[src/rtl/i2c_line_filter.sv]
// i2c_line_filter
//   Debounces NCH raw I2C-style lines and derives bus conditions from the
//   debounced SCL/SDA pair.
//
//   Each raw line is brought into the gclk domain through a two-flop
//   synchronizer and then shifted into a WIN-deep sample window. A channel's
//   debounced level only flips once the whole window agrees on the opposite
//   value. A burst of disagreeing samples that dies out before filling the
//   window is reported as a rejected glitch.
//
// Parameters
//   NCH      number of filtered lines (2..16)
//   WIN      debounce window depth in gclk samples (2..32)
//   SCL_IDX  channel used as SCL for START/STOP detection
//   SDA_IDX  channel used as SDA for START/STOP detection
//   CW       width of the saturating glitch counter
//
// Ports
//   gclk        clock, all state on the rising edge
//   rst         asynchronous active-high reset
//   din         raw asynchronous line levels
//   clr_cnt     synchronous clear of glitch_cnt (wins over an increment)
//   lvl         debounced level per channel
//   rise/fall   one-cycle pulse when lvl goes 0->1 / 1->0
//   glitch      one-cycle pulse per rejected glitch
//   start/stop  one-cycle pulse on an I2C START / STOP condition
//   busy        set by START, cleared by STOP
//   glitch_cnt  saturating count of cycles with at least one glitch pulse
module i2c_line_filter #(
  parameter int NCH     = 2,
  parameter int WIN     = 8,
  parameter int SCL_IDX = 0,
  parameter int SDA_IDX = 1,
  parameter int CW      = 8
) (
  input  logic           gclk,
  input  logic           rst,
  input  logic [NCH-1:0] din,
  input  logic           clr_cnt,
  output logic [NCH-1:0] lvl,
  output logic [NCH-1:0] rise,
  output logic [NCH-1:0] fall,
  output logic [NCH-1:0] glitch,
  output logic           start,
  output logic           stop,
  output logic           busy,
  output logic [CW-1:0]  glitch_cnt
);

  logic [NCH-1:0]          sync_a;
  logic [NCH-1:0]          sync_b;
  logic [NCH-1:0][WIN-1:0] win;
  logic [NCH-1:0]          dirty;

  logic [NCH-1:0] toggle;
  logic [NCH-1:0] settle;
  logic [NCH-1:0] lvl_nxt;
  logic [NCH-1:0] rise_nxt;
  logic [NCH-1:0] fall_nxt;
  logic [NCH-1:0] glitch_nxt;
  logic [NCH-1:0] dirty_nxt;
  logic           scl_hold;
  logic           start_nxt;
  logic           stop_nxt;
  logic           busy_nxt;
  logic [CW-1:0]  cnt_nxt;

  // toggle: window unanimously disagrees with lvl, so the level flips.
  // settle: window unanimously agrees with lvl; if anything disturbed it
  //         since the last settle/toggle, that disturbance was a glitch.
  // Any mixed window marks the channel dirty.
  always_comb begin
    toggle     = '0;
    settle     = '0;
    lvl_nxt    = lvl;
    rise_nxt   = '0;
    fall_nxt   = '0;
    glitch_nxt = '0;
    dirty_nxt  = dirty;
    for (int ch = 0; ch < NCH; ch++) begin
      toggle[ch]     = lvl[ch] ? ~|win[ch] : &win[ch];
      settle[ch]     = lvl[ch] ? &win[ch] : ~|win[ch];
      lvl_nxt[ch]    = lvl[ch] ^ toggle[ch];
      rise_nxt[ch]   = toggle[ch] & ~lvl[ch];
      fall_nxt[ch]   = toggle[ch] & lvl[ch];
      glitch_nxt[ch] = settle[ch] & dirty[ch];
      dirty_nxt[ch]  = ~(toggle[ch] | settle[ch]);
    end

    // SCL must be high both before and after the SDA edge; an SCL edge in
    // the same cycle makes the condition ambiguous and it is dropped.
    scl_hold  = lvl[SCL_IDX] & lvl_nxt[SCL_IDX];
    start_nxt = fall_nxt[SDA_IDX] & scl_hold;
    stop_nxt  = rise_nxt[SDA_IDX] & scl_hold;

    busy_nxt = busy;
    if (start_nxt) begin
      busy_nxt = 1'b1;
    end else if (stop_nxt) begin
      busy_nxt = 1'b0;
    end

    // Counts cycles with any glitch pulse, not individual channels.
    cnt_nxt = glitch_cnt;
    if (clr_cnt) begin
      cnt_nxt = '0;
    end else if ((|glitch) && (glitch_cnt != {CW{1'b1}})) begin
      cnt_nxt = glitch_cnt + CW'(1);
    end
  end

  // Idle I2C lines are high, so everything resets to the released state.
  always_ff @(posedge gclk or posedge rst) begin
    if (rst) begin
      sync_a     <= '1;
      sync_b     <= '1;
      win        <= '1;
      lvl        <= '1;
      dirty      <= '0;
      rise       <= '0;
      fall       <= '0;
      glitch     <= '0;
      start      <= 1'b0;
      stop       <= 1'b0;
      busy       <= 1'b0;
      glitch_cnt <= '0;
    end else begin
      sync_a <= din;
      sync_b <= sync_a;
      for (int ch = 0; ch < NCH; ch++) begin
        win[ch] <= {win[ch][WIN-2:0], sync_b[ch]};
      end
      lvl        <= lvl_nxt;
      dirty      <= dirty_nxt;
      rise       <= rise_nxt;
      fall       <= fall_nxt;
      glitch     <= glitch_nxt;
      start      <= start_nxt;
      stop       <= stop_nxt;
      busy       <= busy_nxt;
      glitch_cnt <= cnt_nxt;
    end
  end

endmodule
[config.mk]
export PLATFORM = sky130hd
export DESIGN_NAME = i2c_line_filter
export DESIGN_NICKNAME = d
export VERILOG_FILES = /design/src/rtl/i2c_line_filter.sv
export SDC_FILE = /design/constraint.sdc
export NUM_CORES = 1
export LEC_CHECK = 0
export ABC_AREA = 1
export CAP_MARGIN = 20
export CORE_MARGIN = 2
export CORE_UTILIZATION = 47
export CTS_BUF_LIST = sky130_fd_sc_hd__clkbuf_16
export DETAILED_ROUTE_END_ITERATION = 16
export GPL_TIMING_DRIVEN = 1
export PLACE_DENSITY_LB_ADDON = 0.15
export SKIP_LAST_GASP = 1
export SYNTH_ARGS = -nofsm -noshare
export SYNTH_HDL_FRONTEND = slang
export SYNTH_SLANG_ARGS = --single-unit
[constraint.sdc]
create_clock -name gclk -period 1.5 [get_ports gclk]
set_input_delay 0.3 -clock gclk [delete_from_list [all_inputs] [get_ports gclk]]
set_output_delay 0.3 -clock gclk [all_outputs]
set_load 0.1 [all_outputs]
==> results of run 1 <==
stage by stage:
step / cell area (um^2) / setup slack (ns) / util, % / hold slack [ns] / power (W)
after floorplan: 1670 / -0.0677 / - / 0.304 / 0.00193
after global placement: 2240 / -0.0880 / 67.2 / 0.348 / 0.00234
after detailed placement: 2240 / -0.165 / 67.2 / 0.347 / 0.00235
after CTS: 2430 / -0.133 / 73.0 / 0.358 / 0.00356
after global routing: 2500 / -0.260 / 75.0 / 0.363 / 0.00376
final: 2500 / -0.168 / 75.0 / 0.359 / 0.00363
report_power, final:
part	internal (W)	switching [W]
clock network	0.000772	0.000393
logic	0.000405	0.000691
registers	0.00125	0.000122
flip-flops by register name (all words and copies together) (netlist names):
name / count
sync_b: 2
glitch_cnt: 8
sync_a: 2
start: 1
dirty: 2
lvl: 2
stop: 1
win: 16
rise: 2
fall: 2
glitch: 2
busy: 1
Yosys cell counts, drive strengths merged:
cell / number / area (um^2)
clkinv: 1 / 8.76
nand2: 37 / 159
a21boi: 1 / 7.51
o21bai: 3 / 22.5
a21oi: 6 / 30.0
and2: 1 / 6.26
dfstp: 22 / 578
inv: 23 / 86.3
nor2: 22 / 87.6
dfrtp: 19 / 475
o21ai: 5 / 25.0
nand3: 15 / 75.1
ha: 3 / 37.5
nor3: 5 / 25.0
worst min-delay path by stage:
stage	end	slack, ns	cells past startpoint
6_report	glitch_cnt[6]	0.36	3
2_1_floorplan	sync_a[0]	0.30	0
3_3_place_gp	win[0]	0.35	0
3_5_place_dp	sync_b[0]	0.35	0
5_1_grt	win[0]	0.36	0
4_1_cts	win[0]	0.36	0
final cells by class:
| cell class | count | area, um^2 |
|---|---|---|
| clock buffers | 5 | 125 |
| inverters | 24 | 95.1 |
| clock inverters | 3 | 37.5 |
| multi-input cells | 98 | 566 |
| flip-flops and latches | 41 | 1070 |
| well taps | 46 | 57.6 |
| repair buffers | 38 | 546 |
| fillers | 212 | 836 |
worst reg2reg max path, delay by kind of cell, from the launching register on:
family | cells | cell delay, ns
AND/OR/NAND/NOR | 7 | 0.78
buffers and inverters | 1 | 0.06
adder cells (fa/ha/maj) | 1 | 0.16
flip-flops | 1 | 0.54
kinds of logic after synthesis:
group / count (synthesis)
DFF: 41
and+or+nand+nor: 80
adders and majority gates: 3
AOI/OAI and AO/OA: 15
buffers and inverters: 24
cell usage in the layout, fill, tap and decap left out, types with 3 or more instances in the layout:
| cell | count |
|---|---|
| a21oi_1 | 6 |
| buf_12 | 20 |
| buf_4 | 14 |
| clkbuf_16 | 5 |
| clkdlybuf4s50_1 | 4 |
| dfrtp_1 | 9 |
| dfrtp_2 | 8 |
| dfstp_2 | 21 |
| inv_1 | 22 |
| nand2_1 | 31 |
| nand2_2 | 3 |
| nand2_4 | 3 |
| nand3_1 | 14 |
| nor2_1 | 18 |
| nor3_1 | 3 |
| o21ai_0 | 4 |
| o21bai_1 | 3 |
repair_timing:
action / in CTS / in global routing
pin swaps: 5 / 7
gates resized for setup: 8 / 9
hold buffers: 0 / 0
endpoints found under the setup margin: 6 / 6
setup buffers: 1 / 3
per-layer routing:
metal	wire, um	part of all wire (%)	vias up	GRT usage, %
li1	-	-	599	-
met2	1900	54	27	33.7
met4	58	1.6	0	10.8
met1	1380	39	598	20.7
met3	188	5.3	5	7.39
met5	0	0	-	0
==> metrics.md, run 1 <==
| Metric | Value |
|---|---|
| Worst Path Buf+Inv | 1 |
| Die Y | 62.8 um |
| Final RePlAce weighted congestion | 0.883 |
| IO Pins | 24 |
| Slew headroom | 75.9% |
| Synthesized-area fraction occupied by and/or/nand/nor cells | 21.7% |
| Failing checks | negative setup slack |
| Chip width | 62.8 um |
| Mean Syn Cell Area | 9.96 um^2 |
| Final setup fails | 5 |
| Max Buffers Root-to-Sink | 2 |
| FF+latch count, synth | 41 |
| Antenna violations before repair | 0 |
| Cell area after synthesis | 0.00162 mm^2 |
| Largest delay share family, worst path | simple AND/OR/NAND/NOR gates |
| Final hold vios | 0 |
| Hold Path Class | in2async |
| Adder-cell share of the synthesized area | 2.31% |
| Worst Setup SP | win[8] |
| Dpl hpwl | 2170 um |
| Area grow syn2layout | 54.0% |
| Gr usage total | 19.6% |
| Die area | 0.00394 mm^2 |
| Xor-xnor portion of the synthesized cell area | 0% |
| PortBufs | 23 |
| Core area | 0.00334 mm^2 |
| Setup TNS | -0.400 ns |
| Main combinational cell family by area after synthesis | simple AND/OR/NAND/NOR gates |
| Final setup margin | -0.168 ns |
| Outcome | complete, but fails checks |
| Critical-path cell list | inv_2 > nor3_4 > and2_4 > nor2_4 > nor2_4 > ha_4 > nand3_4 > nand2_1 > nand2_1 |
| 1st-iter DRT viols | 65 |
| Pre-Repair DR Iteration Count | 4 |
| Leakage | 1.12 nW |
| Worst EP arrival | 1.84 ns |
| Pin count of the biggest net entering global routing | 42 |
| # H-tree levels | 2 |
| R2R Setup Slk | -0.17 ns |
| Maxcap violations | 0 |
| Vias/cell | 4.82 |
| Element type at the critical path end | flop |
| Final ANT Viol Nets | 0 |
| Seq/Total Area, Yosys | 64.9% |
| Non-filler cells, final | 255 |
| Wire per inst | 13.8 um |
| Cell count of the worst reg-to-reg path | 9 |
| Peak supply drop | 1440 uV |
| Root buffer cell | clkbuf_16 |
| WP data required | 1.67 ns |
| Reg2reg start | win[8] |
| Syn. warnings | 0 |
| Max Fclk | 600 MHz |
| Slowest stage delay, CP | 0.54 ns |
| DRC errors left | 0 |
| Ant. Diodes | 0 |
| Num CTS Buffers | 5 |
| Crit start category | flop |
| Cell count after synthesis | 163 |
| Syn Nets | 171 |
| Unique cell type count in the Yosys netlist | 18 |
| # rows | 21 |
| Clock skew | 0.00261 ns |
| Min Tclk post-route | 1.67 ns |
| Clock Sinks | 41 |
| TritonCTS clock tree | built |
| Post-synthesis mux area share | 0% |
| Setup crit end | busy |
| First-pass GRT wire length | 5790 um |
| Clk_lat worst skew | 0.28 ns |
| Vias in the first global route | 1295 |
| Final WL | 3530 um |
| Post-layout nets | 216 |
| Placed cells | 243 |
| WS Path Type | reg2reg |
| Clk slew on worst S/H paths | 0.05 ns |
| Share of layout cells above drive strength 1 | 44.0% |
| Worst-margin pin slew | 0.359 ns |
| Fin. max-slew vios | 0 |
| Critical path's slowest cell | dfstp_2 |
| RSZ-0062 raised after global routing | true |
| Initial Util | 48.7% |
| Pwr per Cell Area | 1450 mW/mm^2 |
| Via count | 1229 |
| Cell depth of the worst setup path | 9 |
| Synth Area in Compound Gates | 5.24% |
| Crit path max fanout | 2 |
| Reg2reg end | busy |
| GRT Residual Overflow | 0 |
| Tcrit/Tclk final | 111% |
Note: power is estimated with default switching activity, not from simulation.
==> run 2: changes to the inputs <==
==> constraint.sdc (replaced) <==
create_clock -name gclk -period 1.5 [get_ports gclk]
set_input_delay 0.3 -clock gclk [delete_from_list [all_inputs] [get_ports gclk]]
set_output_delay 0.3 -clock gclk [all_outputs]
set_load 0.01 [all_outputs]
==> run 2 against run 1 <==
Net effect: the flow still finishes with violations (negative setup slack); highest routed layer unchanged; non-clock buffer count grew 4; power shrank 17%; flip-flop and latch count is the same; maximum frequency grew 1.9%; global-route usage shrank 2.1 points; utilization shrank 5.5 points; sequential power shrank 4%; clock skew grew 0.0023 ns; largest cell class unchanged; register-to-register slack gained 0.03 ns.
==> metrics.md, run 2 (same netlist as run 1, synthesis figures left out) <==
| Metric | Value |
|---|---|
| # H-tree levels | 2 (unchanged) |
| Worst EP arrival | 1.86 ns (+0.02 ns) |
| Placed cells | 242 (-0.41%) |
| Top Layer Used | met4 |
| Num CTS Buffers | 5 (unchanged) |
| Dpl hpwl | 2010 um (-7.5%) |
| GRT Residual Overflow | 0 (unchanged) |
| WS Path Type | reg2reg |
| Met3 WL post-DR | 177 um (-5.9%) |
| Metal2 WL | 1650 um (-13%) |
| Largest Register | win |
| Root buffer cell | clkbuf_16 |
| Most Frequent Cell on Critical Path | nor2_4 |
| 1st-iter DRT viols | 70 (+7.7%) |
| Outcome | complete, but fails checks |
| Final setup margin | -0.137 ns (+0.0309 ns) |
| Final setup fails | 5 (unchanged) |
| Max Buffers Root-to-Sink | 2 (unchanged) |
| Core area | 0.00334 mm^2 (unchanged) |
| Clock Sinks | 41 (unchanged) |
| IO Pins | 24 (unchanged) |
| Antenna violations before repair | 0 (unchanged) |
| Pin count of the biggest net entering global routing | 42 (unchanged) |
| PortBufs | 23 (unchanged) |
| Gr usage total | 17.6% (-2.1 points) |
| Worst Path Buf+Inv | 2 (+1) |
| Post-layout nets | 220 (+1.9%) |
| Critical path's slowest cell | dfstp_2 |
| Clock skew | 0.00490 ns (+0.00230 ns) |
| WP data required | 1.72 ns (+0.05 ns) |
| Element type at the critical path end | flop |
| Die Y | 62.8 um (unchanged) |
| Hold Path Class | reg2reg |
| Peak supply drop | 1220 uV (-15%) |
| Crit path max fanout | 2 (unchanged) |
| Slew headroom | 76.5% (+0.61 points) |
| Final RePlAce weighted congestion | 0.870 (-1.5%) |
| Die area | 0.00394 mm^2 (unchanged) |
| Final hold vios | 0 (unchanged) |
| Wire per inst | 12.1 um (-12%) |
| Post-layout util | 69.5% (-5.5 points) |
| DRC errors left | 0 (unchanged) |
| Maxcap violations | 0 (unchanged) |
| Pre-CTS setup slack | -0.139 ns (+0.0258 ns) |
| Slowest stage delay, CP | 0.52 ns (-0.02 ns) |
| Vias/cell | 4.79 (-0.66%) |
| Area grow syn2layout | 42.8% |
| Multi-input logic area | 559 um^2 (-1.1%) |
| Clk_lat worst skew | 0.28 ns (about the same) |
| Setup TNS | -0.439 ns (-0.0391 ns) |
| Largest register FFs | 16 (unchanged) |
| # rows | 21 (unchanged) |
| Most common cell after layout, fill and taps aside | nand2_1 |
| Chip width | 62.8 um (unchanged) |
| Min Tclk post-route | 1.64 ns (-0.0309 ns) |
| Tcrit/Tclk final | 109% (-2.1 points) |
| Pre-Repair DR Iteration Count | 4 (unchanged) |
| Via count | 1240 (+0.90%) |
| Clk slew on worst S/H paths | 0.05 ns (about the same) |
| Leakage | 1.15 nW (+2.7%) |
| # fillers | 264 (+25%) |
| Pwr per Cell Area | 1310 mW/mm^2 (-10%) |
| Met1 wire length | 1280 um (-7.1%) |
| Reg area | 0.00105 mm^2 (-1.9%) |
| Initial Util | 48.7% (unchanged) |
| Share of layout cells above drive strength 1 | 33.3% (-11 points) |
| Top Registers | win: 16 flops, glitch_cnt: 8 flops |
| Final ANT Viol Nets | 0 (unchanged) |
| Vias in the first global route | 1201 (-7.3%) |
| Max Fclk | 611 MHz (+1.9%) |
| Post-DP Area | 0.00201 mm^2 (-10%) |
| Largest delay share family, worst path | simple AND/OR/NAND/NOR gates |
| Commonest non-fill, non-tap cells in the layout | 32 x nand2_1, 22 x dfstp_2, 20 x inv_1, 18 x dfrtp_1, 17 x nor2_1 |
| Non-filler cells, final | 259 (+1.6%) |
| Final WL | 3140 um (-11%) |
| Post-layout instance area | 0.00232 mm^2 (-7.3%) |
| Fin. max-slew vios | 0 (unchanged) |
| Critical-path cell list | inv_1 > nor3_4 > and2_4 > nor2_4 > nor2_4 > buf_4 > ha_4 > nand3_2 > nand2_1 |
| Worst-margin pin slew | 0.350 ns (-0.00908 ns) |
| Ant. Diodes | 0 (unchanged) |
| Failing checks | negative setup slack |
| Crit start category | flop |
| TritonCTS clock tree | built |
| RSZ-0062 raised after global routing | true |
| First-pass GRT wire length | 5280 um (-8.8%) |
run 2: cell types whose count changed in the layout (fill, tap and decap cells not counted), moves of 3 or more:
cell / previous run / this run
buf_12: 20 / 1
dfrtp_1: 9 / 18
dlygate4sd2_1: 0 / 9
clkdlybuf4s50_1: 4 / 11
dfrtp_2: 8 / 1
dlymetal6s2s_1: 0 / 3
run 2: cell type report:
type	count	share of cell area, %
Sequential cell	41	45.5
Multi-Input combinational cell	98	24.1
Timing Repair Buffer	42	16.8
Clock buffer	5	5.40
Inverter	24	4.10
Tap cell	46	2.48
Clock inverter	3	1.62
run 2: path summary, 6_finish.rpt:
kind	slack (ns)	depth (start not counted)	startpoint	endpoint
worst max-delay path	-0.14	9	win[14]	busy
worst min-delay path	0.36	0	sync_b[1]	win[8]
worst max register to register	-0.14	9	win[14]	busy
worst min register to register	0.36	0	sync_b[1]	win[8]
max in group asynchronous	0.87	3	rst	win[7]
min in group asynchronous	0.37	3	rst	glitch_cnt[6]
run 2: report_power, final:
| group | total, W | internal (W) | switching (W) |
|---|---|---|---|
| clock | 0.00115 | 0.000771 | 0.000380 |
| combinational | 0.000566 | 0.000284 | 0.000282 |
| sequential | 0.00131 | 0.00123 | 0.0000751 |
run 2: routing by layer:
metal	GRT usage (%)	vias up
met3	6.49	4
met1	20.8	593
met5	0	-
met2	28.8	31
li1	-	612
met4	7.50	0
run 2: stage by stage:
stage               hold WS (ns)  power [W]
finish                     0.357    0.00303
global route               0.361    0.00318
CTS                        0.359    0.00291
detailed placement         0.347    0.00173
global placement           0.348    0.00172
floorplan                  0.304    0.00149
run 2: what timing repair did:
action | in CTS | in global routing
setup buffers | 10 | 2
gates resized for setup | 14 | 21
pin swaps | 0 | 4
hold buffers | 0 | 0
endpoints found under the setup margin | 15 | 12
gates cloned | 0 | 0
==> run 3: changes to the inputs <==
Settings changed: CORE_UTILIZATION 47 to 30, SETUP_SLACK_MARGIN set to 0.1, SKIP_LAST_GASP 1 to unset.
==> run 3 against run 2 <==
Net effect: the flow still finishes with violations (negative setup slack); power down 7.3%; sequential power about the same; sequential share of layout area up 0.27 points; maximum frequency up 2.3%; final cell count up 8.1%; combinational power down 13%; final area down 0.59%; clock skew down 0.0025 ns; wire length down 2.1%; critical path depth unchanged; setup slack better by 0.036 ns; critical path type unchanged.
==> metrics.md, run 3 (same netlist as run 1, synthesis figures left out) <==
| Metric | Value |
|---|---|
| Final WL | 3070 um (-2.1%) |
| Crit start category | flop |
| R2R Setup Slk | -0.10 ns (+0.04 ns) |
| Top Registers | win: 16 flops, glitch_cnt: 8 flops |
| Vias in the first global route | 1148 (-4.4%) |
| # H-tree levels | 2 (unchanged) |
| Initial Util | 31.4% (-17 points) |
| Failing checks | negative setup slack |
| Grt peak-use layer | met2 |
| Ant. Diodes | 0 (unchanged) |
| Area grow syn2layout | 41.9% |
| M1 GR Usage | 13.9% (-6.9 points) |
| Met2 Use GR | 17.2% (-12 points) |
| Hold Path Class | reg2reg |
| Cell depth of the worst setup path | 9 (unchanged) |
| Fin. max-slew vios | 0 (unchanged) |
| Pre-CTS setup slack | -0.128 ns (+0.0115 ns) |
| Chip width | 77.6 um (+24%) |
| Worst Path Buf+Inv | 0 (-2) |
| WS Path Type | reg2reg |
| Root buffer cell | clkbuf_16 |
| Critical-path cell list | nand2_2 > nor3_4 > and2_4 > nor2_4 > nor2_4 > ha_4 > nand3_2 > nand2_1 > nand2_1 |
| Die area | 0.00602 mm^2 (+53%) |
| RSZ-0062 raised after global routing | true |
| Share of layout cells above drive strength 1 | 34.3% (+0.95 points) |
| Slew headroom | 77.4% (+0.91 points) |
| Vias/cell | 4.26 (-11%) |
| First-pass GRT wire length | 5160 um (-2.2%) |
| Pwr per Cell Area | 1220 mW/mm^2 (-6.8%) |
| Die Y | 77.6 um (+24%) |
| # rows | 26 (+24%) |
| Core area | 0.00517 mm^2 (+55%) |
| Cts hold-fix bufs | 0 (unchanged) |
| Peak supply drop | 592 uV (-52%) |
| GRT Residual Overflow | 0 (unchanged) |
| Clock skew | 0.00244 ns (-0.00247 ns) |
| Largest Register | win |
| Reg area | 0.00105 mm^2 (unchanged) |
| Final setup margin | -0.101 ns (+0.0361 ns) |
| PortBufs | 23 (unchanged) |
| 1st-iter DRT viols | 36 (-49%) |
| Wire per inst | 11.0 um (-9.4%) |
| Final RePlAce weighted congestion | 0.855 (-1.8%) |
| Hold_ws | 0.355 ns (-0.00209 ns) |
| Pre-Repair DR Iteration Count | 4 (unchanged) |
| Post-layout nets | 217 (-1.4%) |
| Worst Setup SP | win[12] |
| Most common cell after layout, fill and taps aside | nand2_1 |
| Largest delay share family, worst path | simple AND/OR/NAND/NOR gates |
| Via count | 1193 (-3.8%) |
| Crit path max fanout | 3 (+1) |
| Dpl hpwl | 2060 um (+2.5%) |
| Slowest stage delay, CP | 0.55 ns (+0.03 ns) |
| Clk_lat worst skew | 0.28 ns (about the same) |
| M3 GR Usage | 3.37% (-3.1 points) |
| Outcome | complete, but fails checks |
| Min Tclk post-route | 1.60 ns (-0.0361 ns) |
| Final hold vios | 0 (unchanged) |
| Element type at the critical path end | flop |
| DRC errors left | 0 (unchanged) |
| Final setup fails | 4 (-1) |
| Tcrit/Tclk final | 107% (-2.4 points) |
| Reg2reg end | busy |
| Pin count of the biggest net entering global routing | 42 (unchanged) |
| Post-layout util | 44.6% (-25 points) |
| Clock Sinks | 41 (unchanged) |
| Gr usage total | 11.1% (-6.5 points) |
| Worst EP arrival | 1.77 ns (-0.09 ns) |
| Maxcap violations | 0 (unchanged) |
| Setup TNS | -0.197 ns (+0.242 ns) |
| Critical path's slowest cell | dfstp_2 |
| Final ANT Viol Nets | 0 (unchanged) |
| Antenna violations before repair | 0 (unchanged) |
| Setup crit end | busy |
| Max Fclk | 625 MHz (+2.3%) |
| Cell count of the worst reg-to-reg path | 9 (unchanged) |
| IO Pins | 24 (unchanged) |
| # fillers | 498 (+89%) |
| Commonest non-fill, non-tap cells in the layout | 28 x nand2_1, 22 x dfstp_2, 21 x inv_1, 19 x dlygate4sd2_1 |
| Clk slew on worst S/H paths | 0.06 ns (about the same) |
| Num CTS Buffers | 5 (unchanged) |
| Leakage | 1.13 nW (-1.3%) |
| Max Buffers Root-to-Sink | 2 (unchanged) |
| TritonCTS clock tree | built |
| Largest register FFs | 16 (unchanged) |
| Reg2reg start | win[12] |
| WP data required | 1.67 ns (-0.05 ns) |
| Multi-input logic area | 578 um^2 (+3.4%) |
| Worst-margin pin slew | 0.336 ns (-0.0136 ns) |
| Total Power | 0.00280 W (-7.3%) |
[run 3: changes by cell type in the layout (fill, tap and decap cells not counted), sizes merged]
cell,delta
buf,-3
bufinv,-1
clkdlybuf4s50,-7
clkinv,+1
clkinvlp,+1
dlygate4sd2,+10
dlymetal6s2s,-3
inv,-1
[run 3: layout make-up]
| class | count | share of cell area, % |
|---|---|---|
| Clock buffer | 5 | 5.43 |
| Multi-Input combinational cell | 98 | 25.1 |
| Tap cell | 70 | 3.80 |
| Clock inverter | 3 | 0.760 |
| Inverter | 24 | 4.13 |
| Sequential cell | 41 | 45.8 |
| Timing Repair Buffer | 39 | 15.0 |
[run 3: layer usage]
metal | part of all wire [%] | up-vias | wire (um)
li1 | - | 600 | -
met1 | 46 | 561 | 1410
met2 | 48 | 26 | 1460
met3 | 4.2 | 6 | 130
met4 | 2.3 | 0 | 71
met5 | 0 | - | 0
[run 3: how the worst min path moves through the flow]
stage | start | endpoint | slack, ns | cells after the start
finish | sync_b[1] | win[8] | 0.35 | 0
global route | sync_a[0] | sync_b[0] | 0.36 | 0
CTS | sync_b[1] | win[8] | 0.36 | 0
detailed placement | sync_a[1] | sync_b[1] | 0.35 | 0
global placement | sync_b[0] | win[0] | 0.35 | 0
floorplan | din[0] | sync_a[0] | 0.30 | 0
[run 3: what timing repair did]
action	CTS	global route
setup buffers	4	3
resized for setup	25	21
setup endpoints to repair	24	14
pin swaps	2	8
[run 3: power by group]
| part | leakage (nW) | internal [W] | switching (W) |
|---|---|---|---|
| sequential | 0.481 | 0.00123 | 0.0000686 |
| combinational | 0.580 | 0.000237 | 0.000255 |
| clock | 0.0696 | 0.000609 | 0.000403 |
[run 3: metrics by stage]
| step | area, um^2 | std cells |
|---|---|---|
| finish | 2300 | 280 |
| global route | 2300 | 280 |
| CTS | 2200 | 277 |
| detailed placement | 2030 | 265 |
| global placement | 2030 | 265 |
| floorplan | 1630 | 163 |
